**config.mk**
```make
export PLATFORM = sky130hd
export DESIGN_NAME = prog_loader_encoder
export DESIGN_NICKNAME = d
export VERILOG_FILES = /design/src/rtl/rv_pkg.sv /design/src/rtl/rv_instr_encode.sv /design/src/rtl/prog_loader_encoder.sv
export SDC_FILE = /design/constraint.sdc
export NUM_CORES = 1
export LEC_CHECK = 0
export ABC_CLOCK_PERIOD_IN_PS = 1780
export CAP_MARGIN = 20
export CORE_MARGIN = 2
export CORE_UTILIZATION = 30
export DETAILED_ROUTE_END_ITERATION = 8
export MAX_ROUTING_LAYER = met4
export PLACE_DENSITY = 0.67
export SLEW_MARGIN = 25
export SYNTH_ARGS = -nofsm -noshare
export SYNTH_HDL_FRONTEND = slang
export SYNTH_SLANG_ARGS = --single-unit
```
**constraint.sdc**
```tcl
create_clock -name clk -period 1.78 [get_ports clk]
set_input_delay 0.178 -clock clk [delete_from_list [all_inputs] [get_ports clk]]
set_output_delay 0.178 -clock clk [all_outputs]
set_load 0.05 [all_outputs]
```
**src/rtl/rv_pkg.sv**
```systemverilog
// Shared RV32I encoding constants and enums, used by the program loader
// and by the CPU decoder.
package rv_pkg;

    typedef enum logic [1:0] {
        OP_ADDI = 2'd0,
        OP_BNE  = 2'd1,
        OP_LW   = 2'd2,
        OP_RSVD = 2'd3
    } op_kind_t;

    typedef enum logic [1:0] {
        ST_IDLE  = 2'd0,
        ST_WRITE = 2'd1,
        ST_DONE  = 2'd2
    } ld_state_t;

    localparam logic [6:0] OPC_ITYPE  = 7'b0010011;
    localparam logic [6:0] OPC_BRANCH = 7'b1100011;
    localparam logic [6:0] OPC_LOAD   = 7'b0000011;

    localparam logic [2:0] F3_ADDI = 3'b000;
    localparam logic [2:0] F3_BNE  = 3'b001;
    localparam logic [2:0] F3_LW   = 3'b010;

endpackage

```
**src/rtl/rv_instr_encode.sv**
```systemverilog
// Combinational RV32I encoder for ADDI/BNE/LW; flags fields that cannot
// be represented (reserved op, I-immediate out of range, odd branch offset).
module rv_instr_encode
    import rv_pkg::*;
(
    input  op_kind_t    i_op,
    input  logic [4:0]  i_rd,
    input  logic [4:0]  i_rs1,
    input  logic [4:0]  i_rs2,
    input  logic [12:0] i_imm,
    output logic [31:0] o_word,
    output logic        o_reject
);

    logic w_i_range_bad;

    // imm is 13-bit signed; I-type only keeps 12 bits, so bit 12 must mirror bit 11
    assign w_i_range_bad = (i_imm[12] != i_imm[11]);

    // Field packing and legality per operation
    always_comb begin
        o_word   = 32'h0000_0000;
        o_reject = 1'b0;
        case (i_op)
            OP_ADDI: begin
                o_word   = {i_imm[11:0], i_rs1, F3_ADDI, i_rd, OPC_ITYPE};
                o_reject = w_i_range_bad;
            end
            OP_LW: begin
                o_word   = {i_imm[11:0], i_rs1, F3_LW, i_rd, OPC_LOAD};
                o_reject = w_i_range_bad;
            end
            OP_BNE: begin
                o_word   = {i_imm[12], i_imm[10:5], i_rs2, i_rs1, F3_BNE,
                            i_imm[4:1], i_imm[11], OPC_BRANCH};
                o_reject = i_imm[0];
            end
            default: begin
                o_word   = 32'h0000_0000;
                o_reject = 1'b1;
            end
        endcase
    end

endmodule

```
**src/rtl/prog_loader_encoder.sv**
```systemverilog
// Program loader: accepts symbolic instructions, encodes them and writes
// them sequentially into instruction memory, one word per two cycles.
module prog_loader_encoder
    import rv_pkg::*;
#(
    parameter int ADDR_W = 5,
    parameter int DEPTH  = 32
) (
    input  logic              clk,
    input  logic              rst,
    input  logic              start,
    input  logic              finish,
    input  logic              in_valid,
    output logic              in_ready,
    input  logic [1:0]        op_kind,
    input  logic [4:0]        rd,
    input  logic [4:0]        rs1,
    input  logic [4:0]        rs2,
    input  logic [12:0]       imm,
    output logic              mem_we,
    output logic [ADDR_W-1:0] mem_addr,
    output logic [31:0]       mem_wdata,
    output logic [ADDR_W:0]   prog_len,
    output logic              done,
    output logic              err
);

    localparam logic [ADDR_W:0] DEPTH_W = (ADDR_W+1)'(DEPTH);

    ld_state_t         r_state, w_state_nxt;
    logic [ADDR_W:0]   r_len, w_len_nxt;
    logic              r_we, w_we_nxt;
    logic [ADDR_W-1:0] r_addr, w_addr_nxt;
    logic [31:0]       r_wdata, w_wdata_nxt;
    logic              r_done, w_done_nxt;
    logic              r_err, w_err_nxt;
    logic              r_fin, w_fin_nxt;

    logic              w_ready;
    logic              w_accept;
    logic [31:0]       w_word;
    logic              w_reject;
    logic [ADDR_W:0]   w_len_inc;

    rv_instr_encode u_enc (
        .i_op     (op_kind_t'(op_kind)),
        .i_rd     (rd),
        .i_rs1    (rs1),
        .i_rs2    (rs2),
        .i_imm    (imm),
        .o_word   (w_word),
        .o_reject (w_reject)
    );

    // Write pointer is the program length itself, so it can never run past DEPTH
    assign w_ready   = (r_state == ST_IDLE) && (r_len < DEPTH_W);
    assign w_accept  = in_valid && w_ready;
    assign w_len_inc = r_len + (ADDR_W+1)'(1);

    // Next-state and next-output logic; start overrides everything at the end
    always_comb begin
        w_state_nxt = r_state;
        w_len_nxt   = r_len;
        w_we_nxt    = 1'b0;
        w_addr_nxt  = r_addr;
        w_wdata_nxt = r_wdata;
        w_done_nxt  = r_done;
        w_err_nxt   = r_err;
        w_fin_nxt   = r_fin;
        case (r_state)
            ST_IDLE: begin
                if (w_accept && !w_reject) begin
                    w_state_nxt = ST_WRITE;
                    w_we_nxt    = 1'b1;
                    w_addr_nxt  = r_len[ADDR_W-1:0];
                    w_wdata_nxt = w_word;
                    w_fin_nxt   = finish;
                end else if (finish) begin
                    w_state_nxt = ST_DONE;
                    w_done_nxt  = 1'b1;
                    w_err_nxt   = r_err | w_accept;
                end else begin
                    w_err_nxt   = r_err | w_accept;
                end
            end
            ST_WRITE: begin
                w_len_nxt = w_len_inc;
                w_fin_nxt = 1'b0;
                if ((w_len_inc == DEPTH_W) || r_fin || finish) begin
                    w_state_nxt = ST_DONE;
                    w_done_nxt  = 1'b1;
                end else begin
                    w_state_nxt = ST_IDLE;
                end
            end
            ST_DONE: begin
                w_state_nxt = ST_DONE;
            end
            default: begin
                w_state_nxt = ST_IDLE;
            end
        endcase
        if (start) begin
            w_state_nxt = ST_IDLE;
            w_len_nxt   = '0;
            w_we_nxt    = 1'b0;
            w_done_nxt  = 1'b0;
            w_err_nxt   = 1'b0;
            w_fin_nxt   = 1'b0;
        end else begin
            w_fin_nxt   = w_fin_nxt;
        end
    end

    // State and output registers
    always_ff @(posedge clk) begin
        if (rst) begin
            r_state <= ST_IDLE;
            r_len   <= '0;
            r_we    <= 1'b0;
            r_addr  <= '0;
            r_wdata <= 32'h0000_0000;
            r_done  <= 1'b0;
            r_err   <= 1'b0;
            r_fin   <= 1'b0;
        end else begin
            r_state <= w_state_nxt;
            r_len   <= w_len_nxt;
            r_we    <= w_we_nxt;
            r_addr  <= w_addr_nxt;
            r_wdata <= w_wdata_nxt;
            r_done  <= w_done_nxt;
            r_err   <= w_err_nxt;
            r_fin   <= w_fin_nxt;
        end
    end

    assign in_ready  = w_ready;
    assign mem_we    = r_we;
    assign mem_addr  = r_addr;
    assign mem_wdata = r_wdata;
    assign prog_len  = r_len;
    assign done      = r_done;
    assign err       = r_err;

endmodule

```
# --- Yosys cells after proc, flatten, opt, wreduce, memory -nomap -nowiden ---
# Cells that the tools add are included.
op_classes:
  muxes: 13
  order_cmp: 1
  reduce_logical: 16
  n_eq_ne: 11
  n_addsub: 1
  n_bitwise: 3
ops:
  columns: ["op", "n"]
  rows:
  - ["$pmux W32 S3", 1]
  - ["$add A6 B1 Y6 const B", 1]
  - ["$eq A6 B6 Y1 const B", 1]
  - ["$lt A6 B6 Y1 const B", 1]
  - ["$mux W2", 3]
  - ["$ne A2 B2 Y1 const B", 3]
  - ["$pmux W1 S2", 3]
  - ["$pmux W2 S3", 1]
  - ["$reduce_and A2 Y1", 3]
  - ["$mux W1", 5]
  - ["$eq A2 B1 Y1 const B", 2]
  - ["$eq A2 B2 Y1 const B", 2]
  - ["$logic_not A2 Y1", 2]
  - ["$reduce_and A4 Y1", 1]
  - ["$reduce_or A2 Y1", 2]
  - ["$logic_and A1 B1 Y1", 3]
  - ["$ne A3 B2 Y1 const B", 1]
  - ["$reduce_or A3 Y1", 1]
  - ["$logic_or A1 B1 Y1", 2]
  - ["$ne A2 B1 Y1 const B", 1]
  - ["$not A1 Y1", 2]
  - ["$reduce_bool A2 Y1", 1]
  - ["$logic_not A1 Y1", 1]
  - ["$ne A1 B1 Y1", 1]
  - ["$or A1 B1 Y1", 1]
word_totals:
  regBits: 49
  in_bits: 35
  output_inout_bits: 47
  word_cells: 53

# --- Longest topological paths before layout ---
logic_depth:
  depth_word: 7
  depth_mapped: 6
  mapped_depth_nobuf: 5

# --- By module ---
# A second synthesis with hierarchy kept.
hier_totals:
  hier_cells: 259
  hier_area_um2: 2128.3
modules_own_cells:
  columns: ["mod", "area_each_um2", "instances", "seq_area_each_um2", "cells_each"]
  rows:
  - ["prog_loader_encoder", 1803.0, 1, 980.9, 219]
  - ["rv_instr_encode", 325.3, 1, 0.0, 40]

# --- Least setup slack after synthesis ---
# Ideal clock, no wire load.
synth_timing:
  kind: "register -> register"
  from: "register r_len[5] (netlist: prog_len[5])"
  to: "register r_fin"
  slack_ns: -0.316
  arrival_time_ns: 1.963
  path_stages_with_launch: 6
  path_buffers: 1
  synth_period_minus_slack_ns: 2.096
  required_ns: 1.646
  setup_time_ns: 0.134
  path_cell_list: "dfxtp_1 nor3_2 nand2_1 clkbuf_1 o21ai_0 a211oi_2"
synth_between:
  elab_chain_len: 6
synth_lines:
  columns: ["element", "line", "rtl"]
  rows:
  - ["start, declared", "prog_loader_encoder.sv:31", "logic [ADDR_W:0] r_len, w_len_nxt;"]
  - ["start signal, assigned", "prog_loader_encoder.sv:128", "r_len <= w_len_nxt;"]
  - ["$lt A6 B6 Y1", "prog_loader_encoder.sv:56", "assign w_ready = (r_state == ST_IDLE) && (r_len < DEPTH_W);"]
  - ["$logic_and A1 B1 Y1", "prog_loader_encoder.sv:56", null]
  - ["net in_ready", "prog_loader_encoder.sv:14", "output logic in_ready,"]
  - ["$logic_and A1 B1 Y1", "prog_loader_encoder.sv:57", "assign w_accept = in_valid && w_ready;"]
  - ["$logic_and A1 B1 Y1", "prog_loader_encoder.sv:72", "if (w_accept && !w_reject) begin"]
  - ["$ne A2 B1 Y1 (no source line)", null, null]
  - ["$reduce_and A2 Y1 (no source line)", null, null]
  - ["end signal, assigned", "prog_loader_encoder.sv:134", "r_fin <= w_fin_nxt;"]
  - ["end, declared", "prog_loader_encoder.sv:37", "logic r_fin, w_fin_nxt;"]
# The timed path passes the listed nets, and every way through them passes these cells.
# A chain may end at the register's enable or synchronous reset.

# --- Final worst setup path ---
layout_timing:
  from: "register r_len[0] (netlist: prog_len[0])"
  to: "output prog_len[0]"
layout_rtl:
  columns: ["element", "line", "rtl"]
  rows:
  - ["end, declared", "prog_loader_encoder.sv:23", "output logic [ADDR_W:0] prog_len,"]
# No word-level cell between the ends.

==> results.txt <==
----------------------------------------------------
[Worst setup path]
  Maximum fanout along the worst path ... 6
  CP required ... 1600 ps
  Reg-to-reg startpoint ... prog_len[0]$_SDFFE_PP0P_
  Reg-to-Reg End ... r_state[1]$_SDFFE_PP0P_
  Kind of end point of the critical path ... primary output
  Critical Path Start Type ... flop
  Critical Setup Path Class ... reg -> out
  Register-to-register path setup slack ... 230 ps
  Timing endpoint of the critical path ... prog_len[0]
  Critical Path Slowest Stage Cell ... sky130_fd_sc_hd__clkdlybuf4s50_1
  Delay of the slowest cell on the worst path ... 830 ps
  CP cell instances ... clkdlybuf4s50_1
  Number of gates on the worst path with buffers counted ... 1
  CP startpoint ... prog_len[0]$_SDFFE_PP0P_
  Cell depth of the worst flop-to-flop path ... 5
  WP buf/inv ... 1
  Cell family contributing the most delay on the critical path ... buffers and inverters
  Arrival time at the worst endpoint ... 1520 ps

[STA]
  Relative slew margins ... 58.01%
  RSZ-0062 raised after global routing ... no
  Total setup violations reported at the end of the flow ... 0
  Hold violation total from the final report ... 0
  Clock skew after layout ... 8.819 ps
  Shortest clock period the worst path allows after layout ... 1699 ps
  Slew at the pin closest to its max-slew limit ... 629.2 ps
  Highest Clock Rate ... 588.7 MHz
  Number of max-slew violations in the final report ... 0
  Fraction of the cycle the final worst path needs ... 95.43%

[Synthesis]
  Syn Std Cell Area ... 1931 µm²
  Post-synth top flop ... sky130_fd_sc_hd__dfxtp_1
  Syn avg cell area ... 8.938 µm²
  Warnings, synthesis ... 0
  Fraction of synthesis flops using an asynchronous set or reset pin ... 0%
  Distinct cell type count of the synthesized netlist ... 36
  Fraction of synthesized cell area taken by the top area cell type ... 44.59%
  Count of flip-flops with a built-in enable after synthesis ... 0
  Largest area contributor in the synthesized netlist ... sky130_fd_sc_hd__dfxtp_1
  Top post-synthesis cells by area ... sky130_fd_sc_hd__dfxtp_1 45%, sky130_fd_sc_hd__a21oi_1 8.6%, sky130_fd_sc_hd__a211oi_2 6.5%
  Gate count of the mapped netlist ... 216
  Proportion of synthesized chip area in sequential cells ... 44.59%
  Seq cells post-synth ... 43

[Finish]
  Area occupied by multi-input gates ... 912.1 µm²
  Final non-filler cell total ... 379
  Total Nets Final ... 337
  Fill cell total of the finished layout ... 615
  Ant diodes ... 0
  Sequential Area ... 864.6 µm²
  Share of cells above drive strength 1 ... 17.55%
  Signed area change from the synthesized netlist to the final layout ... 51.65%
  Final std cell area, no fill ... 2928 µm²

[Die]
  CORE AREA ... 6277 µm²
  Die Width ... 84.22 µm
  I/O pin count ... 82
  Die area ... 7093 µm²
  Initial core utilization ... 30.76%
  Std cell rows ... 29
  Die boundary height ... 84.22 µm

[Placement]
  Cells after DPL ... 371
  Port-buffer cells ... 78
  Detailed placement HPWL ... 3.817 mm
  GP Congestion ... 0.8111
  Standard cell area after detailed placement ... 2838 µm²

[Clocking]
  CTS Buffer Depth ... 2
  Clk root buf ... sky130_fd_sc_hd__clkbuf_8
  H-tree levels ... 2
  TritonCTS buffer count ... 5
  Worst-skew pair later-pin latency ... 290 ps
  Hold buffer count at CTS ... 0
  CTS tree ... built
  Worst-path clk slew ... 80 ps
  Number of resized instances in the post-cts repair step ... 1
  CTS sink count ... 43
  Setup Fix Bufs, Post-CTS ... 0

[Detailed routing]
  Total met3 wirelength after detailed routing ... 365 µm
  Violation count after the first detailed-route iteration ... 90
  Wire per inst ... 13.92 µm
  Antenna viol nets, final ... 0
  Total routed wire length on the met1 layer ... 2.333 mm
  Per-cell via count in the routed design ... 4.966
  Met2 wirelength from detailed routing ... 2.553 mm
  Length of the first detailed-routing pass in iterations ... 4
  Residual DRC ... 0
  Number of vias after detailed routing ... 1882
  Top routing layer used ... met4
  Total length of routed wires ... 5.275 mm

[Outcome]
  Result of the run ... finished clean

[Power]
  Leak pwr ... 0.001035 µW
  Maximum vdd drop ... 297.5 µV
  Total power density per cell area ... 754.8 nW/µm²

[Global routing]
  Number of antenna violations at the first check in global routing ... 0
  Maximum number of pins on one net before global-route repair ... 33
  Global-route wire length before repair ... 8.687 mm
  GRT Resource Usage Total ... 15.34%
  Via count of the first global-routing pass ... 1837
  Global route overflow ... 0

[Hold path]
  Worst hold path type ... in -> reg

[Flow run]
  Max-cap viol count ... 0

----------------------------------------------------
[Yosys cell counts (all sizes together) (2+ instances only)]
master and count:
a211oi 10, xnor2 2, o21ai 20, a21oi 33, clkbuf 10, dfxtp 43, a311oi 2, xor2 4
nand2 6, buf 15, a22oi 9, inv 3, nor3 3, nand3 20, nor2 15, nand4 6
nor3b 2
[layout make-up]
class	count	share of cell area (%)
timing repair buffer	101	32.74
multi-input combinational	147	31.15
sequential	43	29.53
tap	77	3.291
clock buffer	6	2.479
clock inverter	2	0.4274
inverter	3	0.3846
[layer usage]
metal	global-route usage, %	up-vias
met5	-	-
met1	18.57	884
met3	4.228	2
met2	25.47	56
met4	3.519	0
li1	-	940
[power by group]
part	switching (µW)	internal (µW)	leakage, µW
sequential	23.0	1000	0.000351
combinational	352	237	0.000643
clock	322	274	0.0000412
total	697	1510	0.00104
[flip-flops by register name, indices dropped and copies added (netlist names)]
signal and flops:
done 1, err 1, mem_addr 5, mem_wdata 26, mem_we 1, prog_len 6
r_fin 1, r_state 2
[worst min path at each step]
stage	from	end	slack, ps	depth (start not counted)
finish	rs1[0]	mem_wdata[15]$_SDFFE_PP0N_	440	3
global route	rs1[1]	mem_wdata[16]$_SDFFE_PP0N_	450	3
CTS	rs1[0]	mem_wdata[15]$_SDFFE_PP0N_	430	3
detailed placement	done$_SDFFE_PP0P_	done$_SDFFE_PP0P_	460	1
global placement	done$_SDFFE_PP0P_	done$_SDFFE_PP0P_	460	1
floorplan	finish	r_fin$_SDFFE_PP0P_	320	2
[through the flow]
step | setup WS, ps | hold slack [ps] | setup TNS [ps] | util (%) | power, µW
after floorplan | 104.2 | 321.0 | 0 | - | 1415
after global placement | -396.2 | 459.5 | -3773 | 45.21 | 1633
after detailed placement | -415.9 | 458.0 | -4019 | 45.21 | 1638
after CTS | 16.54 | 432.9 | 0 | 46.60 | 2242
after global routing | 30.09 | 447.1 | 0 | 46.64 | 2319
final | 81.42 | 441.0 | 0 | 46.64 | 2210
[logic make-up (layout without fill, tap and decap cells)]
kind of cell,after synthesis,after routing,share of synthesized area [%]
adder cells (fa/ha/maj),1,1,0.6480
XOR/XNOR,6,6,2.722
multiplexers,1,1,0.5185
other,1,3,0.1942
AO/OA/AOI/OAI,77,77,26.57
flip-flops,43,43,44.59
buffers and inverters,28,112,9.008
AND/OR/NAND/NOR,59,59,15.75
[cells in the final DEF (no fill, tap or decap), types with 2 or more instances in the layout]
cell / n
sky130_fd_sc_hd__clkdlybuf4s50_1: 73
sky130_fd_sc_hd__dfxtp_1: 40
sky130_fd_sc_hd__conb_1: 3
sky130_fd_sc_hd__dfxtp_2: 3
sky130_fd_sc_hd__a211oi_2: 10
sky130_fd_sc_hd__nor3b_1: 2
sky130_fd_sc_hd__a22oi_1: 9
sky130_fd_sc_hd__xnor2_1: 2
sky130_fd_sc_hd__clkbuf_8: 5
sky130_fd_sc_hd__nand4_1: 6
sky130_fd_sc_hd__inv_1: 3
sky130_fd_sc_hd__nor2_1: 14
sky130_fd_sc_hd__o21ai_0: 20
sky130_fd_sc_hd__nand2_1: 6
sky130_fd_sc_hd__buf_4: 26
sky130_fd_sc_hd__nor3_1: 2
sky130_fd_sc_hd__a21oi_1: 33
sky130_fd_sc_hd__xor2_1: 4
sky130_fd_sc_hd__nand3_1: 19
Power figures use the tool's default switching activity.
